[src/rtl/id_ex_stage.sv]
`default_nettype none
// +----------------------------------------------------------------------------+
// | Module  : id_ex_stage                                                      |
// | Purpose : ID/EX pipeline register with write-back bypass, load-use stall,  |
// |           branch flush and a saturating bubble counter.                    |
// | Rev     : 1.0  initial release                                             |
// +----------------------------------------------------------------------------+
module id_ex_stage #(
  parameter int CTRL_W = 8,
  parameter int CNT_W  = 16
) (
  input  logic              Clk,
  input  logic              Reset,
  input  logic [31:0]       busA,
  input  logic [31:0]       busB,
  input  logic [4:0]        Ra,
  input  logic [4:0]        Rb,
  input  logic              UseRb,
  input  logic [4:0]        Rw_id,
  input  logic              RegWr_id,
  input  logic              MemRead_id,
  input  logic [31:0]       Imm_id,
  input  logic [CTRL_W-1:0] Ctrl_id,
  input  logic [31:0]       busW,
  input  logic [4:0]        Rw_wb,
  input  logic              RegWr_wb,
  input  logic              Flush,
  output logic [31:0]       A_ex,
  output logic [31:0]       B_ex,
  output logic [31:0]       Imm_ex,
  output logic [4:0]        Ra_ex,
  output logic [4:0]        Rb_ex,
  output logic [4:0]        Rw_ex,
  output logic              RegWr_ex,
  output logic              MemRead_ex,
  output logic [CTRL_W-1:0] Ctrl_ex,
  output logic              Valid_ex,
  output logic              Stall,
  output logic [CNT_W-1:0]  BubbleCnt
);

  localparam logic [CNT_W-1:0] c_CNT_MAX = {CNT_W{1'b1}};

  logic [31:0] w_opA;
  logic [31:0] w_opB;
  logic        w_hazard;

  // The register file writes on the same edge we capture, so its read ports
  // still show the stale value; steer the write-back data in instead.
  assign w_opA = (RegWr_wb && (Rw_wb == Ra) && (Ra != 5'd0)) ? busW : busA;
  assign w_opB = (RegWr_wb && (Rw_wb == Rb) && (Rb != 5'd0)) ? busW : busB;

  assign w_hazard = Valid_ex && MemRead_ex && (Rw_ex != 5'd0) &&
                    ((Rw_ex == Ra) || (UseRb && (Rw_ex == Rb)));

  // Flush outranks the hazard; reset masks the stall while EX is not yet cleared.
  assign Stall = w_hazard && !Flush && !Reset;

  always_ff @(posedge Clk) begin
    if (Reset) begin
      A_ex       <= '0;
      B_ex       <= '0;
      Imm_ex     <= '0;
      Ra_ex      <= '0;
      Rb_ex      <= '0;
      Rw_ex      <= '0;
      RegWr_ex   <= 1'b0;
      MemRead_ex <= 1'b0;
      Ctrl_ex    <= '0;
      Valid_ex   <= 1'b0;
      BubbleCnt  <= '0;
    end else if (Flush || Stall) begin
      A_ex       <= '0;
      B_ex       <= '0;
      Imm_ex     <= '0;
      Ra_ex      <= '0;
      Rb_ex      <= '0;
      Rw_ex      <= '0;
      RegWr_ex   <= 1'b0;
      MemRead_ex <= 1'b0;
      Ctrl_ex    <= '0;
      Valid_ex   <= 1'b0;
      // Only hazard bubbles are counted; flush bubbles are not.
      if (Stall && (BubbleCnt != c_CNT_MAX)) begin
        BubbleCnt <= BubbleCnt + 1'b1;
      end
    end else begin
      A_ex       <= w_opA;
      B_ex       <= w_opB;
      Imm_ex     <= Imm_id;
      Ra_ex      <= Ra;
      Rb_ex      <= Rb;
      Rw_ex      <= Rw_id;
      RegWr_ex   <= RegWr_id;
      MemRead_ex <= MemRead_id;
      Ctrl_ex    <= Ctrl_id;
      Valid_ex   <= 1'b1;
    end
  end

endmodule
`default_nettype wire
[config.mk]
export PLATFORM = sky130hd
export DESIGN_NAME = id_ex_stage
export DESIGN_NICKNAME = d
export VERILOG_FILES = /design/src/rtl/id_ex_stage.sv
export SDC_FILE = /design/constraint.sdc
export NUM_CORES = 1
export LEC_CHECK = 0
export CAP_MARGIN = 20
export CORE_MARGIN = 2
export CORE_UTILIZATION = 30
export CTS_CLUSTER_SIZE = 8
export DETAILED_ROUTE_END_ITERATION = 7
export PLACE_DENSITY = 0.73
export SLEW_MARGIN = 20
export SYNTH_ARGS = -nofsm -noshare
export SYNTH_HDL_FRONTEND = slang
export SYNTH_SLANG_ARGS = --single-unit
[constraint.sdc]
create_clock -name Clk -period 5.4 [get_ports Clk]
set_input_delay 1.08 -clock Clk [delete_from_list [all_inputs] [get_ports Clk]]
set_output_delay 1.08 -clock Clk [all_outputs]
set_load 0.005 [all_outputs]
-- Word level (Yosys, flattened, before mapping)
Cells that the tools add are included.
- bits in registers: 138
- input port bits: 163
- output and inout bits: 139
- word-level logic and storage cells: 40
- add/sub/neg operators: 1
- equal/unequal tests: 5
- mux-type cells: 3
- reductions and logical operators: 20
- operator list (operator ; number):
    32-bit two-way mux ; 2
    5-bit equality test ; 4
    16-bit by 1-bit adder with 16-bit output (second input constant) ; 1
    16-bit inequality test (second input constant) ; 1
    5-bit nonzero test ; 3
    1-bit logical AND ; 11
    1-bit zero test ; 2
    1-bit logical OR ; 2
    2-bit AND reduction ; 1
    2-bit OR reduction ; 1
    1-bit two-way mux ; 1

-- Longest topological paths before layout
Gate-level depths: netlist of the first run.
- word-level depth: 8
- mapped depth: 8
- mapped depth without buffers: 6

-- Worst setup path before layout of the first run
No wires, ideal clock.
- kind: input to output
- from: input port Ra[4]
- to: output port Stall
- data arrival time: 2.080 ns
- setup slack: 2.240 ns
- stages: 6
- buffers on the path: 2
- cells stage by stage: xnor2_1 > nand3_1 > o22a_2 > buf_2 > buf_2 > nor2_1
- cells in the longest elaborated chain, start to end: 5
- ends and longest elaborated chain (what ; RTL line ; source):
    from (decl) ; 16 ; input logic [4:0] Ra,
    5-bit equality test ; 54 ; ((Rw_ex == Ra) || (UseRb && (Rw_ex == Rb)));
    1-bit logical OR ; 54 ;
    1-bit logical AND ; 53 ; assign w_hazard = Valid_ex && MemRead_ex && (Rw_ex != 5'd0) &&
    1-bit logical AND (2 in a row) ; 57 ; assign Stall = w_hazard && !Flush && !Reset;
    to (decl) ; 38 ; output logic Stall,
Every way passes these cells.

-- Final worst setup path of the first run
- from: input port Ra[0]
- to: output port Stall
The elaborated chain is that of the path after synthesis.

==> qor.csv, run 1 <==
metric,value,unit
CTS tree,built,
synth warn,0,
Core ar.,16500,µm²
antenna-violating nets left,0,
RD Place Congestion,0.788,
Die Y,134,µm
leak pwr,3.16,nW
I/O Pins,302,
vias in the first global route,4450,
H-tree depth,4,
initial antenna violation count,1,
drt drc,0,
Critical Path AT,3060,ps
CP Capture Type,output port,
clock root cell,clkbuf_16,
RSZ-0062 raised after global routing,no,
FP Rows,47,
peak supply drop,212,µV
initial core utilization,30.6,%
cell taking the most area after synthesis,dfxtp_1,
Worst Hold Depth,2,
Final Hold Viols,0,
Hold Path Class,flip-flop to flip-flop,
Pint,1.94,mW
status,completed,
CP Data Required Time,4320,ps
vias per std cell,4.46,
initial detailed-routing violation count,192,
Sw Share,21.8,%
drt pass-1 iters,6,
NumNets Final,932,
hold slack,519,ps
Filler cells,1472,
Setup TNS,0,ps
"Top FF cell, synth",dfxtp_1,
Post-Syn Area per Cell,10.7,µm²
reg2reg path depth,6,
hold_sp,BubbleCnt[4],
R2R Path Start,Rw_ex[0],
Power per Cell Area,283,nW/µm²
global route overflow,0,
Register Area,2760,µm²
global-route wire length before repair,24.4,mm
Worst Tran Pin Value,820,ps
Setup Viol. Count Final,0,
"Reg clk slew, reported paths",60,ps
Synth area leaders,"dfxtp_1 55%, mux2i_1 13%, and2_1 7.2%",
CTS buffer count,17,
later-pin clock latency in the skew report,410,ps
Synth async-reset ratio,0,%
Resize count post-CTS,0,
Reg power frac,43.0,%
Clk pwr share,45.2,%
All-Layer GR Usage,17.9,%
growth of design area from synthesis to finish,74.7,%
top-area cell type share of the netlist area,54.9,%
NetSw,542,µW
worst-path fanout max,28,
IO Port Bufs,301,
crit path launch type,input pin,
worst relative slew slack,45.4,%
"non-filler cells, final",1001,
Mapped Nets,634,
Max Slew Vio Count,0,
maximum clock frequency,242,MHz
largest net degree at the start of global routing,65,
final wirelength,16.1,mm
register area share after synthesis,54.9,%
Gate power share,11.8,%
Post-DP HPWL,12.1,mm
layout cells sized above 1,7.05,%
Post-CTS Setup Repair Bufs,0,
most frequent cell after synthesis,dfxtp_1,
Vias,4469,
Worst R2R End,A_ex[0],
Hold Buf Count CTS,0,
Fin Clk Skew,10.3,ps
Cells after DPL,969,
"Period Utilization, post-route",76.7,%
synthesized flop and latch total,138,
die width,134,µm
die area,17800,µm²
"Min Clock Period, post-route",4140,ps
"Cell Area, Synth",5030,µm²
clk sink count,138,
WL per Instance,16.1,µm
max cap viols,0,
Bufs on Longest Clock Path,2,
reg2reg setup slack,2980,ps
area taken by multi-input logic gates,2120,µm²
"top cells by count, synth","138 x dfxtp_1, 73 x nor2_1, 64 x mux2i_1",
post-synthesis cell count,470,
hold endpoint,BubbleCnt[4],
unique cell type count in the Yosys netlist,49,
Post-synth EDFFs,0,
Setup CP Type,input pin to output port,
[final cells by class]
class	instances	share of cell area [%]
Multi-Input combinational cell	301	24.1
Sequential cell	138	31.4
Clock buffer	21	5.12
Timing Repair Buffer	306	34.7
Inverter	4	0.171
Clock inverter	10	1.35
Tap cell	220	3.13
Antenna cell	1	0.0285
[placed cells by master, fill, tap and decap left out, drive strengths merged, types with 6 or more instances in the layout]
cell           Yosys  routed
nand2              9       9
clkdlybuf4s50      0     301
nor2              73      73
dfxtp            138     138
clkbuf             4      21
o31ai              6       6
and2              58      58
xor2               6       6
xnor2             12      12
a21oi              7       7
nand3              7       7
mux2i             64      64
or4                7       7
[registers in the layout, indices dropped and copies added, names as in the netlist]
name	cells
MemRead_ex	1
Ctrl_ex	8
BubbleCnt	16
B_ex	32
Valid_ex	1
Rw_ex	5
Imm_ex	32
RegWr_ex	1
A_ex	32
Rb_ex	5
Ra_ex	5
[power groups by stage]
stage / Sequential (mW) / Clock, mW / Combinational, mW
after detailed placement: 1.09 / 0 / 0.295
final: 1.07 / 1.13 / 0.293
after global placement: 1.09 / 0 / 0.294
after global routing: 1.07 / 1.20 / 0.315
after CTS: 1.07 / 1.16 / 0.297
after floorplan: 1.09 / 0 / 0.0725
[worst max-delay path, cell delays in order]
cell	delay, ps
clkdlybuf4s50_1	590
xnor2_1	150
nand3_1	120
o22a_2	440
nor2_1	170
clkdlybuf4s50_1	510
[metrics by stage]
step	util, %	power (mW)	instance area [µm²]	setup slack (ps)
2_1_floorplan	-	1.17	5030	2240
5_1_grt	53.4	2.59	8790	1130
6_report	53.4	2.49	8790	1260
3_5_place_dp	49.9	1.39	8220	1250
3_3_place_gp	49.9	1.38	8220	1260
4_1_cts	53.4	2.52	8790	1250
[metal layers]
layer  vias up  track usage [%]  share of wire (%)
li1       2179                -                  -
met1      2045             20.5                 40
met2       225             29.7                 48
met3        20             7.19                 10
met4         0             7.57                2.1
met5         -                0                  0
[worst max path at each step]
| stage | slack, ps | end | startpoint | depth (start not counted) |
|---|---|---|---|---|
| final | 1260 | Stall | Ra[0] | 6 |
| after global routing | 1130 | Stall | Rb[1] | 6 |
| after CTS | 1250 | Stall | Rb[4] | 6 |
| after detailed placement | 1250 | Stall | Rb[4] | 6 |
| after global placement | 1260 | Stall | Rb[4] | 6 |
| after floorplan | 2240 | Stall | Ra[4] | 6 |
[cell families after synthesis]
group                      Yosys count  share of synthesized area (%)
buffers and inverters               31                           3.26
adders and majority gates            1                          0.249
and+or+nand+nor                    183                           19.5
xor gates and xnor gates            18                           3.13
AOI/OAI and AO/OA                   31                           5.05
muxes                               68                           13.9
DFF                                138                           54.9
No activity file was read; power rests on OpenSTA's default activity.
==> run 2: changes to the inputs <==
- PLACE_DENSITY: 0.73 -> 0.75
- clock period: 5.4 -> 3.7 ns (I/O delays scaled with it)
==> run 2 against run 1 <==
  * Combinational power increased by 46%
  * Cell area increased by 0.37%
  * Global-route usage about the same
  * Non-clock buffer count increased by 2
  * Via count decreased by 0.90%
==> qor.csv, run 2 (synthesis results as in run 1) <==
metric,value,unit
status,completed,
CP Data Required Time,2960,ps
Filler cells,1494,
routing usage on met1,20.5,%
"most common cell after layout, fill and taps aside",clkdlybuf4s50_1,
Setup CP Type,input pin to output port,
CP Capture Type,output port,
drt pass-1 iters,4,
max cap viols,0,
I/O Pins,302,
antenna-violating nets left,0,
later-pin clock latency in the skew report,420,ps
vias in the first global route,4467,
Setup TNS,0,ps
vias per std cell,4.42,
worst-path fanout max,4,
clk sink count,138,
Vias,4429,
pre-CTS setup slack,388,ps
Ant. Diodes,0,
global route overflow,0,
Core ar.,16500,µm²
H-tree depth,4,
final wirelength,16.1,mm
die width,134,µm
hold slack,516,ps
Bufs on Longest Clock Path,2,
CTS buffer count,17,
WL per Instance,16.1,µm
"Min Clock Period, post-route",3310,ps
initial detailed-routing violation count,163,
drt drc,0,
RD Place Congestion,0.815,
Max Slew Vio Count,0,
CTS tree,built,
initial antenna violation count,0,
"Period Utilization, post-route",89.4,%
IO Port Bufs,301,
worst setup path startpoint,Rb[1],
die area,17800,µm²
Setup Viol. Count Final,0,
crit path launch type,input pin,
Critical Path AT,2570,ps
Worst Tran Pin Value,750,ps
clock root cell,clkbuf_16,
layout cells sized above 1,7.42,%
worst relative slew slack,49.9,%
Final WS setup,391,ps
maximum clock frequency,302,MHz
GR Util met2,29.5,%
Hold Path Class,flip-flop to flip-flop,
GR Util met3,8.11,%
initial core utilization,30.6,%
FP Rows,47,
growth of design area from synthesis to finish,75.3,%
Final Hold Viols,0,
Post-DP HPWL,12.1,mm
RSZ-0062 raised after global routing,no,
R2R Path Start,Rw_ex[0],
GR peak layer,met2,
Hold Buf Count CTS,0,
Power per Cell Area,410,nW/µm²
hold_sp,BubbleCnt[13],
most frequent cells in the layout,"301 x clkdlybuf4s50_1, 138 x dfxtp_1, 73 x nor2_1, 64 x mux2i_1, 58 x and2_1",
largest net degree at the start of global routing,59,
Post-CTS Setup Repair Bufs,0,
peak supply drop,299,µV
Die Y,134,µm
Regs by FF count,"A_ex x32, B_ex x32, Imm_ex x32",
"Reg clk slew, reported paths",60,ps
Fin Clk Skew,7.46,ps
All-Layer GR Usage,17.9,%
NumNets Final,934,
leak pwr,3.18,nW
Resize count post-CTS,0,
global-route wire length before repair,24.4,mm
[run 2: path summary, 6_finish.rpt]
path	cells past startpoint	slack, ps	end
min	2	520	BubbleCnt[13]
max	6	390	Stall
max reg2reg	7	1450	Ra_ex[3]
min reg2reg	2	520	BubbleCnt[13]
[run 2: through the flow]
| stage | utilization [%] | cell area [µm²] | instances | power (mW) |
|---|---|---|---|---|
| 2_1_floorplan | - | 5030 | 470 | 1.70 |
| 3_3_place_gp | 50.2 | 8260 | 971 | 2.02 |
| 3_5_place_dp | 50.2 | 8260 | 971 | 2.03 |
| 4_1_cts | 53.6 | 8820 | 1002 | 3.66 |
| 5_1_grt | 53.6 | 8820 | 1002 | 3.76 |
| 6_report | 53.6 | 8820 | 1002 | 3.62 |
[run 2: metal layers]
| layer | wire (µm) | vias up | share of wire [%] |
|---|---|---|---|
| met2 | 7570 | 221 | 47 |
| li1 | - | 2189 | - |
| met5 | 0 | - | 0 |
| met1 | 6550 | 1995 | 41 |
| met3 | 1670 | 24 | 10 |
| met4 | 313 | 0 | 1.9 |
[run 2: worst max-delay path, cell delays in order]
cell and delay, ps:
clkdlybuf4s50_1 560, xnor2_1 150, nand4_1 170, o22a_2 250
nor2_1 170, clkdlybuf4s50_1 530
[run 2: layout make-up]
| class | count | area [µm²] | area share, % |
|---|---|---|---|
| Timing Repair Buffer | 308 | 3090 | 35.0 |
| Sequential cell | 138 | 2760 | 31.3 |
| Multi-Input combinational cell | 301 | 2120 | 24.0 |
| Clock buffer | 22 | 474 | 5.37 |
| Tap cell | 220 | 275 | 3.12 |
| Clock inverter | 9 | 90.1 | 1.02 |
| Inverter | 4 | 15.0 | 0.170 |
[run 2: power breakdown]
| part | total, mW | switching (mW) | internal, mW |
|---|---|---|---|
| Clock | 1.63 | 0.649 | 0.978 |
| Combinational | 0.429 | 0.137 | 0.292 |
| Sequential | 1.56 | 0.0202 | 1.54 |
==> run 3: changes to the inputs <==
- CORE_ASPECT_RATIO: default -> 1.25
- SKIP_LAST_GASP: default -> 1
==> run 3 against run 2 <==
  * Count of clock-buffer cells in the layout decreased by 4
  * Via count rose by 0.14%
  * Final cell count shrank 0.20%
  * Sequential cell count unchanged
  * Largest power group unchanged
  * Sequential share of layout area shrank 0.13 points
  * Critical path depth unchanged
  * Critical path type unchanged
  * Routed wire length fell by 0.19%
==> qor.csv, run 3 (synthesis results as in run 1) <==
metric,value,unit
Worst Hold Depth,2,
leak pwr,3.20,nW
crit path max-delay cell type,clkdlybuf4s50_1,
"Min Clock Period, post-route",3350,ps
hold_sp,BubbleCnt[8],
Final Hold Viols,0,
crit path launch type,input pin,
reg2reg path depth,7,
global route overflow,0,
most frequent cells in the layout,"301 x clkdlybuf4s50_1, 138 x dfxtp_1, 73 x nor2_1, 64 x mux2i_1, 58 x and2_1",
drt drc,0,
hold slack,511,ps
Hold Path Class,flip-flop to flip-flop,
Power per Cell Area,418,nW/µm²
die width,120,µm
"Critical Path, Cell by Cell",clkdlybuf4s50_1 > xnor2_1 > nand4_1 > o22a_2 > nor2_1 > clkdlybuf4s50_1,
"non-filler cells, final",1000,
Cells after DPL,968,
IO Port Bufs,301,
layout cells sized above 1,7.91,%
Filler cells,1443,
antenna-violating nets left,0,
Bufs on Longest Clock Path,2,
Ant. Diodes,0,
Fin Clk Skew,17.0,ps
Core ar.,16300,µm²
"CP delay by family, top",buffers and inverters,
Setup Viol. Count Final,0,
Die Y,149,µm
RSZ-0062 raised after global routing,no,
largest net degree at the start of global routing,59,
initial detailed-routing violation count,131,
CTS buffer count,17,
R2R Path Start,Rw_ex[0],
clock root cell,clkbuf_16,
vias per std cell,4.44,
All-Layer GR Usage,17.6,%
Hold Buf Count CTS,0,
initial core utilization,30.8,%
growth of design area from synthesis to finish,76.1,%
Max Slew Vio Count,0,
Regs by FF count,"A_ex x32, B_ex x32, Imm_ex x32",
later-pin clock latency in the skew report,430,ps
Worst R2R End,Rb_ex[4],
worst-path fanout max,4,
Resize count post-CTS,0,
area taken by multi-input logic gates,2120,µm²
max cap viols,0,
Critical Path AT,2610,ps
status,completed,
maximum clock frequency,298,MHz
Worst Tran Pin Value,738,ps
Setup TNS,0,ps
reg2reg setup slack,1450,ps
FP Rows,52,
H-tree depth,4,
initial antenna violation count,0,
NumNets Final,935,
worst path bufs/invs,2,
Post-CTS Setup Repair Bufs,0,
final core occ,54.3,%
WL per Instance,16.1,µm
hold endpoint,BubbleCnt[8],
Post-DP HPWL,12.3,mm
peak supply drop,282,µV
RD Place Congestion,0.856,
drt pass-1 iters,4,
"most common cell after layout, fill and taps aside",clkdlybuf4s50_1,
final wirelength,16.1,mm
Setup CP Type,input pin to output port,
most frequent CP cell,clkdlybuf4s50_1,
CP Capture Type,output port,
vias in the first global route,4344,
"Period Utilization, post-route",90.6,%
CTS tree,built,
I/O Pins,302,
Crit path largest cell delay,580,ps
worst relative slew slack,50.7,%
clk sink count,138,
"Reg clk slew, reported paths",60,ps
Vias,4435,
CP Data Required Time,2960,ps
Register Area,2760,µm²
global-route wire length before repair,23.7,mm
die area,17800,µm²
==> run 3: metrics by stage <==
step / worst slack, ps / total power, mW / cell area, µm²
final: 347 / 3.71 / 8860
after floorplan: 1220 / 1.70 / 5030
after global placement: 336 / 2.02 / 8260
after global routing: 292 / 3.86 / 8860
after CTS: 330 / 3.76 / 8860
after detailed placement: 339 / 2.03 / 8260
==> run 3: worst min-delay path, cell delays in order (launching register included) <==
cell	delay, ps
dfxtp_1	340
o31ai_1	70
a21oi_1	60
==> run 3: report_power, final <==
group          leakage, nW  switching [mW]  internal [mW]
combinational         1.78           0.138          0.292
sequential            1.13          0.0183           1.54
clock                0.286           0.691           1.03
==> run 3: layer usage <==
metal | GRT usage (%) | share of wire, %
met2 | 30.9 | 51
met5 | 0 | 0
met4 | 9.53 | 3.9
met3 | 6.15 | 8.6
met1 | 18.5 | 37
==> run 3: how the worst max path moves through the flow <==
stage	start	endpoint	slack [ps]	cells after the start
after global routing	Rb[2]	Stall	290	6
after CTS	Rb[3]	Stall	330	6
after global placement	Rb[3]	Stall	340	6
after floorplan	Ra[4]	Stall	1220	6
final	Rb[3]	Stall	350	6
after detailed placement	Rb[3]	Stall	340	6
==> run 3: layout make-up <==
type / count / share of cell area (%)
Clock buffer: 18 / 4.96
Clock inverter: 14 / 1.81
Inverter: 4 / 0.169
Multi-Input combinational cell: 301 / 23.9
Sequential cell: 138 / 31.2
Tap cell: 216 / 3.05
Timing Repair Buffer: 309 / 35.0
